<file path="config.mk">
export PLATFORM = sky130hd
export DESIGN_NAME = alu_ctrl_muldiv
export DESIGN_NICKNAME = d
export VERILOG_FILES = /design/src/rtl/alu_ctrl_muldiv_pkg.sv /design/src/rtl/md_iter_engine.sv /design/src/rtl/alu_ctrl_muldiv.sv
export SDC_FILE = /design/constraint.sdc
export NUM_CORES = 1
export LEC_CHECK = 0
export ABC_CLOCK_PERIOD_IN_PS = 10700
export CAP_MARGIN = 20
export CORE_ASPECT_RATIO = 1.75
export CORE_UTILIZATION = 40
export DETAILED_ROUTE_END_ITERATION = 7
export GPL_TIMING_DRIVEN = 0
export PLACE_DENSITY = 0.67
export SLEW_MARGIN = 20
export SYNTH_ARGS = -nofsm -noshare
export SYNTH_HDL_FRONTEND = slang
export SYNTH_HIERARCHICAL = 1
export SYNTH_SLANG_ARGS = --single-unit
</file>
<file path="constraint.sdc">
create_clock -name clk -period 10.7 [get_ports clk]
set_input_delay 2.14 -clock clk [delete_from_list [all_inputs] [get_ports clk]]
set_output_delay 2.14 -clock clk [all_outputs]
set_load 0.05 [all_outputs]
</file>
<file path="src/rtl/alu_ctrl_muldiv_pkg.sv">
// Shared codes for the EX-stage ALU control decoder and its RV32M multiply/divide engine.
// Optional build macro used by the engine: MULDIV_FAST_MUL_EN.
package alu_ctrl_muldiv_pkg;

    localparam logic [3:0] ALU_ADD  = 4'd0;
    localparam logic [3:0] ALU_SUB  = 4'd1;
    localparam logic [3:0] ALU_SLL  = 4'd2;
    localparam logic [3:0] ALU_SLT  = 4'd3;
    localparam logic [3:0] ALU_SLTU = 4'd4;
    localparam logic [3:0] ALU_XOR  = 4'd5;
    localparam logic [3:0] ALU_SRL  = 4'd6;
    localparam logic [3:0] ALU_SRA  = 4'd7;
    localparam logic [3:0] ALU_OR   = 4'd8;
    localparam logic [3:0] ALU_AND  = 4'd9;
    localparam logic [3:0] ALU_PASS = 4'd10;

    localparam logic [2:0] F3_ADD  = 3'b000;
    localparam logic [2:0] F3_SLL  = 3'b001;
    localparam logic [2:0] F3_SLT  = 3'b010;
    localparam logic [2:0] F3_SLTU = 3'b011;
    localparam logic [2:0] F3_XOR  = 3'b100;
    localparam logic [2:0] F3_SR   = 3'b101;
    localparam logic [2:0] F3_OR   = 3'b110;
    localparam logic [2:0] F3_AND  = 3'b111;

    localparam logic [2:0] F3_MUL    = 3'b000;
    localparam logic [2:0] F3_MULH   = 3'b001;
    localparam logic [2:0] F3_MULHSU = 3'b010;
    localparam logic [2:0] F3_MULHU  = 3'b011;
    localparam logic [2:0] F3_DIV    = 3'b100;
    localparam logic [2:0] F3_DIVU   = 3'b101;
    localparam logic [2:0] F3_REM    = 3'b110;
    localparam logic [2:0] F3_REMU   = 3'b111;

    localparam logic [6:0] F7_BASE   = 7'b0000000;
    localparam logic [6:0] F7_ALT    = 7'b0100000;
    localparam logic [6:0] F7_MULDIV = 7'b0000001;

    localparam logic [4:0] OPC_OP    = 5'b01100;
    localparam logic [4:0] OPC_OPIMM = 5'b00100;

    typedef enum logic [1:0] {
        MD_IDLE = 2'd0,
        MD_MUL  = 2'd1,
        MD_DIV  = 2'd2,
        MD_DONE = 2'd3
    } md_state_e;

    // Base integer op for a funct3; alt selects the arithmetic right shift.
    function automatic logic [3:0] base_sel(input logic [2:0] f3, input logic alt);
        logic [3:0] sel;
        sel = ALU_PASS;
        case (f3)
            F3_ADD:  sel = ALU_ADD;
            F3_SLL:  sel = ALU_SLL;
            F3_SLT:  sel = ALU_SLT;
            F3_SLTU: sel = ALU_SLTU;
            F3_XOR:  sel = ALU_XOR;
            F3_SR:   sel = alt ? ALU_SRA : ALU_SRL;
            F3_OR:   sel = ALU_OR;
            F3_AND:  sel = ALU_AND;
            default: sel = ALU_PASS;
        endcase
        return sel;
    endfunction

endpackage

</file>
<file path="src/rtl/md_iter_engine.sv">
// Iterative RV32M engine: shift-add multiply and restoring divide on operand magnitudes.
// MULDIV_FAST_MUL_EN replaces the multiply iterations with a single-cycle product.
module md_iter_engine
    import alu_ctrl_muldiv_pkg::*;
#(
    parameter int XLEN  = 32,
    parameter int CNT_W = $clog2(XLEN) + 1
) (
    input  logic            clk,
    input  logic            rst_n,
    input  logic            start,
    input  logic [2:0]      funct3,
    input  logic [XLEN-1:0] rs1,
    input  logic [XLEN-1:0] rs2,
    input  logic            flush,
    input  logic            out_ready,
    output logic [XLEN-1:0] md_result,
    output logic            md_valid,
    output md_state_e       state_o
);

    localparam logic [CNT_W-1:0] CNT_LOAD = CNT_W'(XLEN);
    localparam logic [XLEN-1:0]  INT_MIN  = {1'b1, {(XLEN-1){1'b0}}};

    md_state_e         st_q, st_d;
    logic [CNT_W-1:0]  cnt_q, cnt_d;
    logic [2:0]        f3_q, f3_d;
    logic              neg_q, neg_d, rneg_q, rneg_d;
    logic [XLEN-1:0]   a_q, a_d, res_q, res_d;
    logic [2*XLEN-1:0] p_q, p_d;

    logic              s1, s2, a_sgn, b_sgn;
    logic [XLEN-1:0]   a_mag, b_mag;
    logic [XLEN:0]     mul_sum, div_trial;
    logic [2*XLEN-1:0] p_step, pf;
    logic [XLEN-1:0]   qf, rf, res_fin;
`ifdef MULDIV_FAST_MUL_EN
    logic [2*XLEN-1:0] ext1, ext2, prod_fast;
`endif

    // p_q holds {accumulator, multiplier} for MUL and {remainder, quotient} for DIV.
    always_comb begin
        s1    = !(funct3 inside {F3_MULHU, F3_DIVU, F3_REMU});
        s2    = funct3 inside {F3_MUL, F3_MULH, F3_DIV, F3_REM};
        a_sgn = s1 & rs1[XLEN-1];
        b_sgn = s2 & rs2[XLEN-1];
        a_mag = a_sgn ? -rs1 : rs1;
        b_mag = b_sgn ? -rs2 : rs2;
`ifdef MULDIV_FAST_MUL_EN
        ext1      = s1 ? {{XLEN{rs1[XLEN-1]}}, rs1} : {{XLEN{1'b0}}, rs1};
        ext2      = s2 ? {{XLEN{rs2[XLEN-1]}}, rs2} : {{XLEN{1'b0}}, rs2};
        prod_fast = ext1 * ext2;
`endif

        mul_sum   = {1'b0, p_q[2*XLEN-1:XLEN]} + (p_q[0] ? {1'b0, a_q} : {(XLEN+1){1'b0}});
        div_trial = p_q[2*XLEN-1:XLEN-1] - {1'b0, a_q};
        if (st_q == MD_MUL) begin
            p_step = {mul_sum, p_q[XLEN-1:1]};
        end else if (!div_trial[XLEN]) begin
            p_step = {div_trial[XLEN-1:0], p_q[XLEN-2:0], 1'b1};
        end else begin
            p_step = {p_q[2*XLEN-2:0], 1'b0};
        end

        pf = neg_q ? -p_step : p_step;
        qf = neg_q ? -p_step[XLEN-1:0] : p_step[XLEN-1:0];
        rf = rneg_q ? -p_step[2*XLEN-1:XLEN] : p_step[2*XLEN-1:XLEN];
        if (st_q == MD_MUL) begin
            res_fin = (f3_q == F3_MUL) ? pf[XLEN-1:0] : pf[2*XLEN-1:XLEN];
        end else begin
            res_fin = f3_q[1] ? rf : qf;
        end
    end

    always_comb begin
        st_d   = st_q;
        cnt_d  = cnt_q;
        f3_d   = f3_q;
        neg_d  = neg_q;
        rneg_d = rneg_q;
        a_d    = a_q;
        res_d  = res_q;
        p_d    = p_q;
        case (st_q)
            MD_IDLE: begin
                if (start) begin
                    f3_d   = funct3;
                    neg_d  = a_sgn ^ b_sgn;
                    rneg_d = a_sgn;
                    if (!funct3[2]) begin
`ifdef MULDIV_FAST_MUL_EN
                        res_d = (funct3 == F3_MUL) ? prod_fast[XLEN-1:0] : prod_fast[2*XLEN-1:XLEN];
                        st_d  = MD_DONE;
`else
                        a_d   = a_mag;
                        p_d   = {{XLEN{1'b0}}, b_mag};
                        cnt_d = CNT_LOAD;
                        st_d  = MD_MUL;
`endif
                    end else if (rs2 == '0) begin
                        res_d = funct3[1] ? rs1 : '1;
                        st_d  = MD_DONE;
                    end else if (s1 && rs1 == INT_MIN && rs2 == '1) begin
                        res_d = funct3[1] ? '0 : rs1;
                        st_d  = MD_DONE;
                    end else begin
                        a_d   = b_mag;
                        p_d   = {{XLEN{1'b0}}, a_mag};
                        cnt_d = CNT_LOAD;
                        st_d  = MD_DIV;
                    end
                end
            end
            MD_MUL, MD_DIV: begin
                p_d   = p_step;
                cnt_d = cnt_q - CNT_W'(1);
                if (cnt_q == CNT_W'(1)) begin
                    res_d = res_fin;
                    st_d  = MD_DONE;
                end
            end
            MD_DONE: begin
                if (out_ready) st_d = MD_IDLE;
            end
            default: st_d = MD_IDLE;
        endcase
        if (flush) st_d = MD_IDLE;
    end

    always_ff @(posedge clk or negedge rst_n) begin
        if (!rst_n) begin
            st_q   <= MD_IDLE;
            cnt_q  <= '0;
            f3_q   <= '0;
            neg_q  <= 1'b0;
            rneg_q <= 1'b0;
            a_q    <= '0;
            res_q  <= '0;
            p_q    <= '0;
        end else begin
            st_q   <= st_d;
            cnt_q  <= cnt_d;
            f3_q   <= f3_d;
            neg_q  <= neg_d;
            rneg_q <= rneg_d;
            a_q    <= a_d;
            res_q  <= res_d;
            p_q    <= p_d;
        end
    end

    assign md_result = res_q;
    assign md_valid  = (st_q == MD_DONE);
    assign state_o   = st_q;

endmodule

</file>
<file path="src/rtl/alu_ctrl_muldiv.sv">
// EX-stage ALU control decoder with an attached iterative RV32M engine.
// Build option MULDIV_FAST_MUL_EN (single-cycle multiply) is handled inside md_iter_engine.
module alu_ctrl_muldiv
    import alu_ctrl_muldiv_pkg::*;
#(
    parameter int XLEN  = 32,
    parameter int CNT_W = $clog2(XLEN) + 1
) (
    input  logic            clk,
    input  logic            rst_n,
    input  logic [1:0]      ALUop,
    input  logic [4:0]      opcode,
    input  logic [2:0]      funct3,
    input  logic [6:0]      funct7,
    input  logic [XLEN-1:0] rs1,
    input  logic [XLEN-1:0] rs2,
    input  logic            in_valid,
    input  logic            flush,
    input  logic            out_ready,
    output logic [3:0]      ALUsel,
    output logic            is_muldiv,
    output logic            stall,
    output logic [XLEN-1:0] md_result,
    output logic            md_valid
);

    md_state_e md_state;
    logic      md_start;

    always_comb begin
        ALUsel    = ALU_PASS;
        is_muldiv = 1'b0;
        case (ALUop)
            2'b00: ALUsel = ALU_ADD;
            2'b01: ALUsel = ALU_SUB;
            2'b11: ALUsel = ALU_PASS;
            default: begin
                if (opcode == OPC_OPIMM) begin
                    ALUsel = base_sel(funct3, funct7[5]);
                end else if (opcode == OPC_OP) begin
                    case (funct7)
                        F7_MULDIV: is_muldiv = 1'b1;
                        F7_BASE:   ALUsel = base_sel(funct3, 1'b0);
                        F7_ALT: begin
                            if (funct3 == F3_ADD)     ALUsel = ALU_SUB;
                            else if (funct3 == F3_SR) ALUsel = ALU_SRA;
                        end
                        default:   ALUsel = ALU_PASS;
                    endcase
                end
            end
        endcase
    end

    // Result handshake: the engine presents md_result with md_valid held high in DONE,
    // and the transfer completes on the rising edge where md_valid & out_ready are both high.
    assign md_start = in_valid & is_muldiv & ~flush;
    assign stall    = in_valid & is_muldiv & ~((md_state == MD_DONE) & out_ready);

    md_iter_engine #(
        .XLEN  (XLEN),
        .CNT_W (CNT_W)
    ) u_engine (
        .clk       (clk),
        .rst_n     (rst_n),
        .start     (md_start),
        .funct3    (funct3),
        .rs1       (rs1),
        .rs2       (rs2),
        .flush     (flush),
        .out_ready (out_ready),
        .md_result (md_result),
        .md_valid  (md_valid),
        .state_o   (md_state)
    );

endmodule

</file>
# Word level (Yosys, flattened, before mapping)
# Memories as Yosys holds them, arrays and structs flattened.
# Index checks and enable logic that the tools add are counted.
dict set report word_totals {
  ram_bits 0
  register_bits 141
  out_inout_bits 39
  word_cells 127
  latchBits 0
  memories 1
  in_bits 86
  mem_bits_ro 32
}
dict set report op_classes {
  div_mod_pow 0
  reduce_logical 19
  n_eq_ne 30
  muxes 52
  n_addsub 8
  multipliers 0
  bitwise_logic 9
  shift 0
  magnitude_cmp 0
}
# memory words word_bits read_ports rd_clocked_by_memory_dff write_ports line_no
set memory_table {}
lappend memory_table {{(name not given)} 8 4 1 0 0 alu_ctrl_muldiv_pkg.sv:53} ;# case (f3)
# operator count
set op_table {}
lappend op_table {{32-bit 2-to-1 mux} 18}
lappend op_table {{64-bit 2-to-1 mux} 7}
lappend op_table {{32-bit negator} 4}
lappend op_table {{64-bit one-hot mux with 2 select lines} 1}
lappend op_table {{32-bit equality test (second input constant)} 2}
lappend op_table {{64-bit negator} 1}
lappend op_table {{32-bit one-hot mux with 2 select lines} 1}
lappend op_table {{32-bit by 33-bit adder with 33-bit output} 1}
lappend op_table {{33-bit by 32-bit subtractor with 33-bit output} 1}
lappend op_table {{32-bit logical NOT} 1}
lappend op_table {{4-bit one-hot mux with 8 select lines} 1}
lappend op_table {{6-bit 2-to-1 mux} 4}
lappend op_table {{4-bit 2-to-1 mux} 4}
lappend op_table {{3-bit equality test (second input constant)} 4}
lappend op_table {{2-bit 2-to-1 mux} 6}
lappend op_table {{3-bit inequality test (second input constant)} 4}
lappend op_table {{4-bit one-hot mux with 3 select lines} 1}
lappend op_table {{6-bit one-hot mux with 2 select lines} 1}
lappend op_table {{2-bit inequality test (second input constant)} 4}
lappend op_table {{4-bit one-hot mux with 2 select lines} 1}
lappend op_table {{4-bit AND reduction} 2}
lappend op_table {{7-bit by 1-bit equality test with 1-bit output (second input constant)} 1}
lappend op_table {{7-bit by 6-bit equality test with 1-bit output (second input constant)} 1}
lappend op_table {{7-bit logical NOT} 1}
lappend op_table {{other kinds (28)} 46}

# Depth between registers and ports, before layout
dict set report logic_depth {
  word_depth 11
  depth_mapped 28
  depth_no_buf 23
}

# By module
# The synthesis kept the hierarchy.
# module instances area_per_inst_um2 cells_per_inst
set modules_own_cells {}
lappend modules_own_cells {md_iter_engine 1 16513.3 2315}
lappend modules_own_cells {alu_ctrl_muldiv 1 346.6 51}

# Worst setup path after synthesis
# No wires, ideal clock.
dict set report synth_path {
  kind {input to output}
  start {in opcode[1]}
  end {out stall}
  path_slack_ns 3.804
  required_ns 8.560
  t_arrival_ns 4.756
  n_path_buf 0
  path_stages 4
  path_cell_list {or4b_4 > nor4_2 > nand2_1 > a31oi_1}
}
dict set report synth_between {
  elab_chain_len 6
  elab_cells_between_ends 7
}
# element line_no
set synth_rtl {}
lappend synth_rtl {{start: declaration} alu_ctrl_muldiv.sv:12} ;# input logic [4:0] opcode,
lappend synth_rtl {{5-bit by 4-bit equality test with 1-bit output} alu_ctrl_muldiv.sv:40} ;# end else if (opcode == OPC_OP) begin
lappend synth_rtl {{1-bit 2-to-1 mux} alu_ctrl_muldiv.sv:40}
lappend synth_rtl {{1-bit 2-to-1 mux *} alu_ctrl_muldiv.sv:38} ;# if (opcode == OPC_OPIMM) begin
lappend synth_rtl {{1-bit 2-to-1 mux *} alu_ctrl_muldiv.sv:33} ;# case (ALUop)
lappend synth_rtl {{named net is_muldiv} alu_ctrl_muldiv.sv:21} ;# output logic is_muldiv,
lappend synth_rtl {{1-bit bitwise AND * (2 in series)} alu_ctrl_muldiv.sv:58} ;# assign stall = in_valid & is_muldiv & ~((md_state == MD_DONE) & out_ready);
lappend synth_rtl {{end: declaration} alu_ctrl_muldiv.sv:22} ;# output logic stall,
# Mark *: on every way through the listed nets, which the timed path passes. The rest lies on a longest branch.

# Worst setup path in the final report
dict set report layout_path {
  start {reg u_engine.p_q[31]}
  end {reg u_engine.res_q[24] (netlist: u_engine/md_result[24])}
}
dict set report layout_between {
  elab_chain_len 9
  elab_cells_between_ends 14
}
# element line_no
set layout_rtl {}
lappend layout_rtl {{start: declaration} md_iter_engine.sv:30} ;# logic [2*XLEN-1:0] p_q, p_d;
lappend layout_rtl {{start signal: assignment} md_iter_engine.sv:148} ;# p_q <= p_d;
lappend layout_rtl {{33-bit by 32-bit subtractor with 33-bit output} md_iter_engine.sv:56} ;# div_trial = p_q[2*XLEN-1:XLEN-1] - {1'b0, a_q};
lappend layout_rtl {{64-bit 2-to-1 mux} md_iter_engine.sv:59} ;# end else if (!div_trial[XLEN]) begin
lappend layout_rtl {{64-bit 2-to-1 mux *} md_iter_engine.sv:57} ;# if (st_q == MD_MUL) begin
lappend layout_rtl {{64-bit negator, or another cell as far along} md_iter_engine.sv:65} ;# pf = neg_q ? -p_step : p_step;
lappend layout_rtl {{64-bit 2-to-1 mux, or another cell as far along} md_iter_engine.sv:65}
lappend layout_rtl {{32-bit 2-to-1 mux, on equally long branches} {md_iter_engine.sv:69, md_iter_engine.sv:71}}
lappend layout_rtl {{32-bit 2-to-1 mux *} md_iter_engine.sv:68} ;# if (st_q == MD_MUL) begin
lappend layout_rtl {{32-bit 2-to-1 mux *} md_iter_engine.sv:117} ;# if (cnt_q == CNT_W'(1)) begin
lappend layout_rtl {{32-bit one-hot mux with 2 select lines *} md_iter_engine.sv:84} ;# case (st_q)
lappend layout_rtl {{end signal: assignment} md_iter_engine.sv:147} ;# res_q <= res_d;
lappend layout_rtl {{end: declaration} md_iter_engine.sv:29} ;# logic [XLEN-1:0] a_q, a_d, res_q, res_d;
# Mark *: on every way between the ends. The rest lies on a longest branch, timed or not. The select of a mux whose other input is x is not followed.
# A chain may end at the register's enable or synchronous reset.

==> implementation parameters <==
Parameter                              Value

Placed design
  RePlAce Congestion    roughly 1.1
  I/O Buffers    approximately 120
  Post-place instance area    18840 um2
  Cell total after placement    3046
  Estimated wirelength of the detail-placed design    78430 um
  Post-placement worst setup slack    between 1000 and 1500 ps

Synthesis
  FFs w/ async S/R, synth    1.000
  Synth cell count leaders    306 x sky130_fd_sc_hd__nand2_1, 253 x sky130_fd_sc_hd__nor2_1, 231 x sky130_fd_sc_hd__a21oi_1
  Sequential-to-total area share from yosys stat    0.2093
  Number of storage elements in the synthesis netlist    141
  Number of flops mapped to enable cells by yosys    0
  Most numerous cell in the Yosys netlist    sky130_fd_sc_hd__nand2_1
  Post-synth top flop    sky130_fd_sc_hd__dfrtp_1
  Post-Synthesis Cell Area    ~17000 um2
  Library cell with the largest summed area after synthesis    sky130_fd_sc_hd__dfrtp_1
  Synthesized area per cell    7.126 um2
  Number of instances in the synthesized netlist    2366
  Total of warnings raised by yosys    6
  Ranking of synthesized cells by area    sky130_fd_sc_hd__dfrtp_1 21%, sky130_fd_sc_hd__a21oi_1 6.9%, sky130_fd_sc_hd__nand2_1 6.8%
  Count of distinct cell types in the synthesized netlist    83
  Share of the synthesized area in the top cell type    0.2093
  Synthesized Nets    2532

CTS
  Clock tree root buffer cell    sky130_fd_sc_hd__clkbuf_16
  Clock tree from TritonCTS    built
  Clock buffers created by TritonCTS    17
  Number of H-tree branching levels    4
  Cts hold-fix bufs    0
  Clock transition at the registers of the reported paths    80 ps
  Gates resized, CTS repair    0
  Buffers inserted by post-CTS timing repair    0
  Worst-skew pair later-pin latency    470 ps
  CTS Sinks    141
  Clk buf depth    2

Cells and area
  Synthesis-to-layout area growth    15.85%
  Total area of multi-input combinational cells    12550 um2
  Finished Layout Cells    between 3000 and 4000
  Number of nets in the finished design    approximately 2700
  Fraction of layout instances using a drive strength above 1    0.04513
  Final-layout fill cell count    4451
  Post-route design area    19530 um2
  Seq. cell area    3528 um2

Routing
  Number of routed nets with antenna violations    0
  DRC violation total after the first TritonRoute iteration    2258
  Per-cell via count in the routed design    6.589
  Total Wirelength    97240 um
  Number of vias after detailed routing    a little over 20000
  Pre-Repair DR Iteration Count    6
  Average detailed-routed wire length per instance    31.55 um
  DRC Markers    0

Power and ir drop
  Cell-internal power    2304 uW
  Leakage    around 0.0077 uW
  Highest ir drop seen on vdd    approximately 0.00013 V
  Comb power frac    0.753
  Total power divided by cell area    311.9 nW/um2
  Switching part of the total power    0.6217
  Share of total power in the clock network    0.103
  Share of power burned in registers    0.144
  Post-layout total power    approximately 6000 uW
  Total net switching power    3787 uW

Setup path
  CP required    11030 ps
  Largest fanout on the critical path    10
  CP Class    flop to flop
  Crit Reg-Reg Endpoint    u_engine/md_result[24]
  R2r startpoint    u_engine/p_q[31]
  Worst Setup Start Kind    flop
  Worst-case reg-to-reg path depth    27
  Setup slack of the most critical reg-to-reg path    1030 ps
  Worst Path Arrival    10010 ps
  Critical Path Sink Type    flop

GRT
  Via count of the first global-routing pass    19740
  Antenna violations before repair    9
  Final global-route overflow total    0
  Total routing resource utilization after global routing    0.4596
  First-pass GRT wire length    ~140000 um
  Maximum number of pins on one net before global-route repair    77

STA
  Max-slew violations    0
  Slew headroom    0.08670
  Hold Fails Final Rpt    0
  Final min period    9671 ps
  Minimum setup slack in the final design    ~1000 ps
  Peak Freq    103.4 MHz
  Setup Skew    17.82 ps
  Setup repair after global routing missed its margin    no
  Slew at the pin with the worst max-slew slack    approximately 1400 ps
  Portion of the clock cycle consumed by the worst path in the final layout    0.9039
  Final-layout setup total negative slack    0 ps
  Setup violators final    0

Die
  Cell Rows    between 90 and 100
  Total Die Area    around 43000 um2
  I/O pin cnt    125
  Die Span Y    273.6 um
  Area of the core    41620 um2
  Initial Utilization    0.4051
  Horizontal die dimension    ~160 um

Hold path
  Hold wc startpoint    u_engine/md_result[8]
  Hold path depth    2
  Sink of the worst hold path    u_engine/md_result[8]
  Hold Crit Class    flop to flop

Job
  Max-capacitance violation count    0

Status
  Outcome    finished, final reports clean
## sequential cells by signal (all words and copies together), names as in the netlist
signal,cells
u_engine/rneg_q,1
u_engine/neg_q,1
u_engine/md_result,32
u_engine/state_o,2
u_engine/f3_q,3
u_engine/p_q,64
u_engine/cnt_q,6
u_engine/a_q,32
## critical path, cell delays in order (launching register included)
cell and delay (ps):
sky130_fd_sc_hd__dfrtp_1 510, sky130_fd_sc_hd__inv_1 120, sky130_fd_sc_hd__ha_1 220, sky130_fd_sc_hd__fa_1 420, sky130_fd_sc_hd__nand2b_1 190, sky130_fd_sc_hd__a21oi_1 370, sky130_fd_sc_hd__o211ai_1 500, sky130_fd_sc_hd__a21oi_1 480
sky130_fd_sc_hd__a211o_1 290, sky130_fd_sc_hd__buf_2 400, sky130_fd_sc_hd__buf_2 350, sky130_fd_sc_hd__clkbuf_1 490, sky130_fd_sc_hd__nor2_1 270, sky130_fd_sc_hd__nor2_1 260, sky130_fd_sc_hd__ha_1 210, sky130_fd_sc_hd__nand2_1 130
sky130_fd_sc_hd__or4_1 540, sky130_fd_sc_hd__clkbuf_1 290, sky130_fd_sc_hd__or3_1 500, sky130_fd_sc_hd__or2_1 320, sky130_fd_sc_hd__or3_1 360, sky130_fd_sc_hd__or2_0 230, sky130_fd_sc_hd__clkbuf_1 290, sky130_fd_sc_hd__or3_1 480
sky130_fd_sc_hd__nor3_1 280, sky130_fd_sc_hd__mux2_1 370, sky130_fd_sc_hd__a221oi_1 540, sky130_fd_sc_hd__nor3_1 100
## worst max-delay path by stage
stage / start / end / slack, ps / cells past startpoint
global route: u_engine/p_q[31] / u_engine/md_result[24] / 850 / 27
global placement: u_engine/p_q[31] / u_engine/md_result[24] / 1450 / 27
detailed placement: u_engine/p_q[31] / u_engine/md_result[24] / 1370 / 27
CTS: u_engine/p_q[31] / u_engine/md_result[24] / 1340 / 27
finish: u_engine/p_q[31] / u_engine/md_result[24] / 1030 / 27
floorplan: opcode[1] / stall / 3800 / 4
## layer usage
layer  global-route usage  up-vias  part of all wire
met1               0.4324     9643              0.31
met2               0.7734     1229              0.48
met4               0.5110       14              0.13
met3               0.1073      514             0.071
met5                    0        -           0.00099
li1                     -     8908                 -
## placed cells by master, fill, tap and decap left out, drive strengths merged, types with 24 or more instances in the layout
master | netlist | routed
mux2i | 52 | 52
nand3 | 59 | 59
xor2 | 79 | 79
nor3 | 53 | 53
a211oi | 43 | 43
o31ai | 50 | 50
nand2 | 306 | 306
buf | 35 | 37
inv | 79 | 87
or4 | 25 | 25
nand4 | 30 | 30
or3 | 24 | 24
dfrtp | 141 | 141
o21ai | 203 | 203
ha | 78 | 78
clkbuf | 102 | 122
nor2 | 253 | 253
a21oi | 231 | 231
xnor2 | 98 | 98
clkdlybuf4s50 | 0 | 123
o211ai | 30 | 30
and2 | 41 | 41
nor4 | 25 | 25
a21o | 35 | 35
## power groups by stage
stage	Combinational (uW)	Clock (uW)	Sequential, uW
2_1_floorplan	2520	0	952
3_3_place_gp	4250	0	873
3_5_place_dp	4280	0	876
4_1_cts	4300	631	867
5_1_grt	4740	652	889
6_report	4590	628	877
## cell families (layout without fill, tap and decap cells)
family | Yosys count | in the layout | share of synthesized area
compound gates | 771 | 771 | 0.2873
xor+xnor | 177 | 177 | 0.09195
fa+ha+maj | 98 | 98 | 0.07095
buf+inv | 216 | 376 | 0.04950
flops | 141 | 141 | 0.2093
mux | 69 | 69 | 0.04223
other cells | 0 | 1 | 0
simple gates | 894 | 894 | 0.2488
## through the flow
| step | hold WS (ps) | utilization |
|---|---|---|
| floorplan | 462.6 | - |
| global placement | 458.4 | 0.4516 |
| detailed placement | 460.9 | 0.4528 |
| CTS | 477.4 | 0.4676 |
| global route | 512.8 | 0.4692 |
| finish | 472.3 | 0.4693 |
## cell type report
type,instances,area share
Antenna cell,1,0.0001281
Buffer,137,0.02774
Clock buffer,17,0.02178
Clock inverter,15,0.009801
Inverter,79,0.01518
Multi-Input combinational cell,2009,0.6426
Sequential cell,141,0.1806
Tap cell,555,0.03555
Timing Repair Buffer,128,0.06656
No activity file was read; power rests on OpenSTA's default activity.
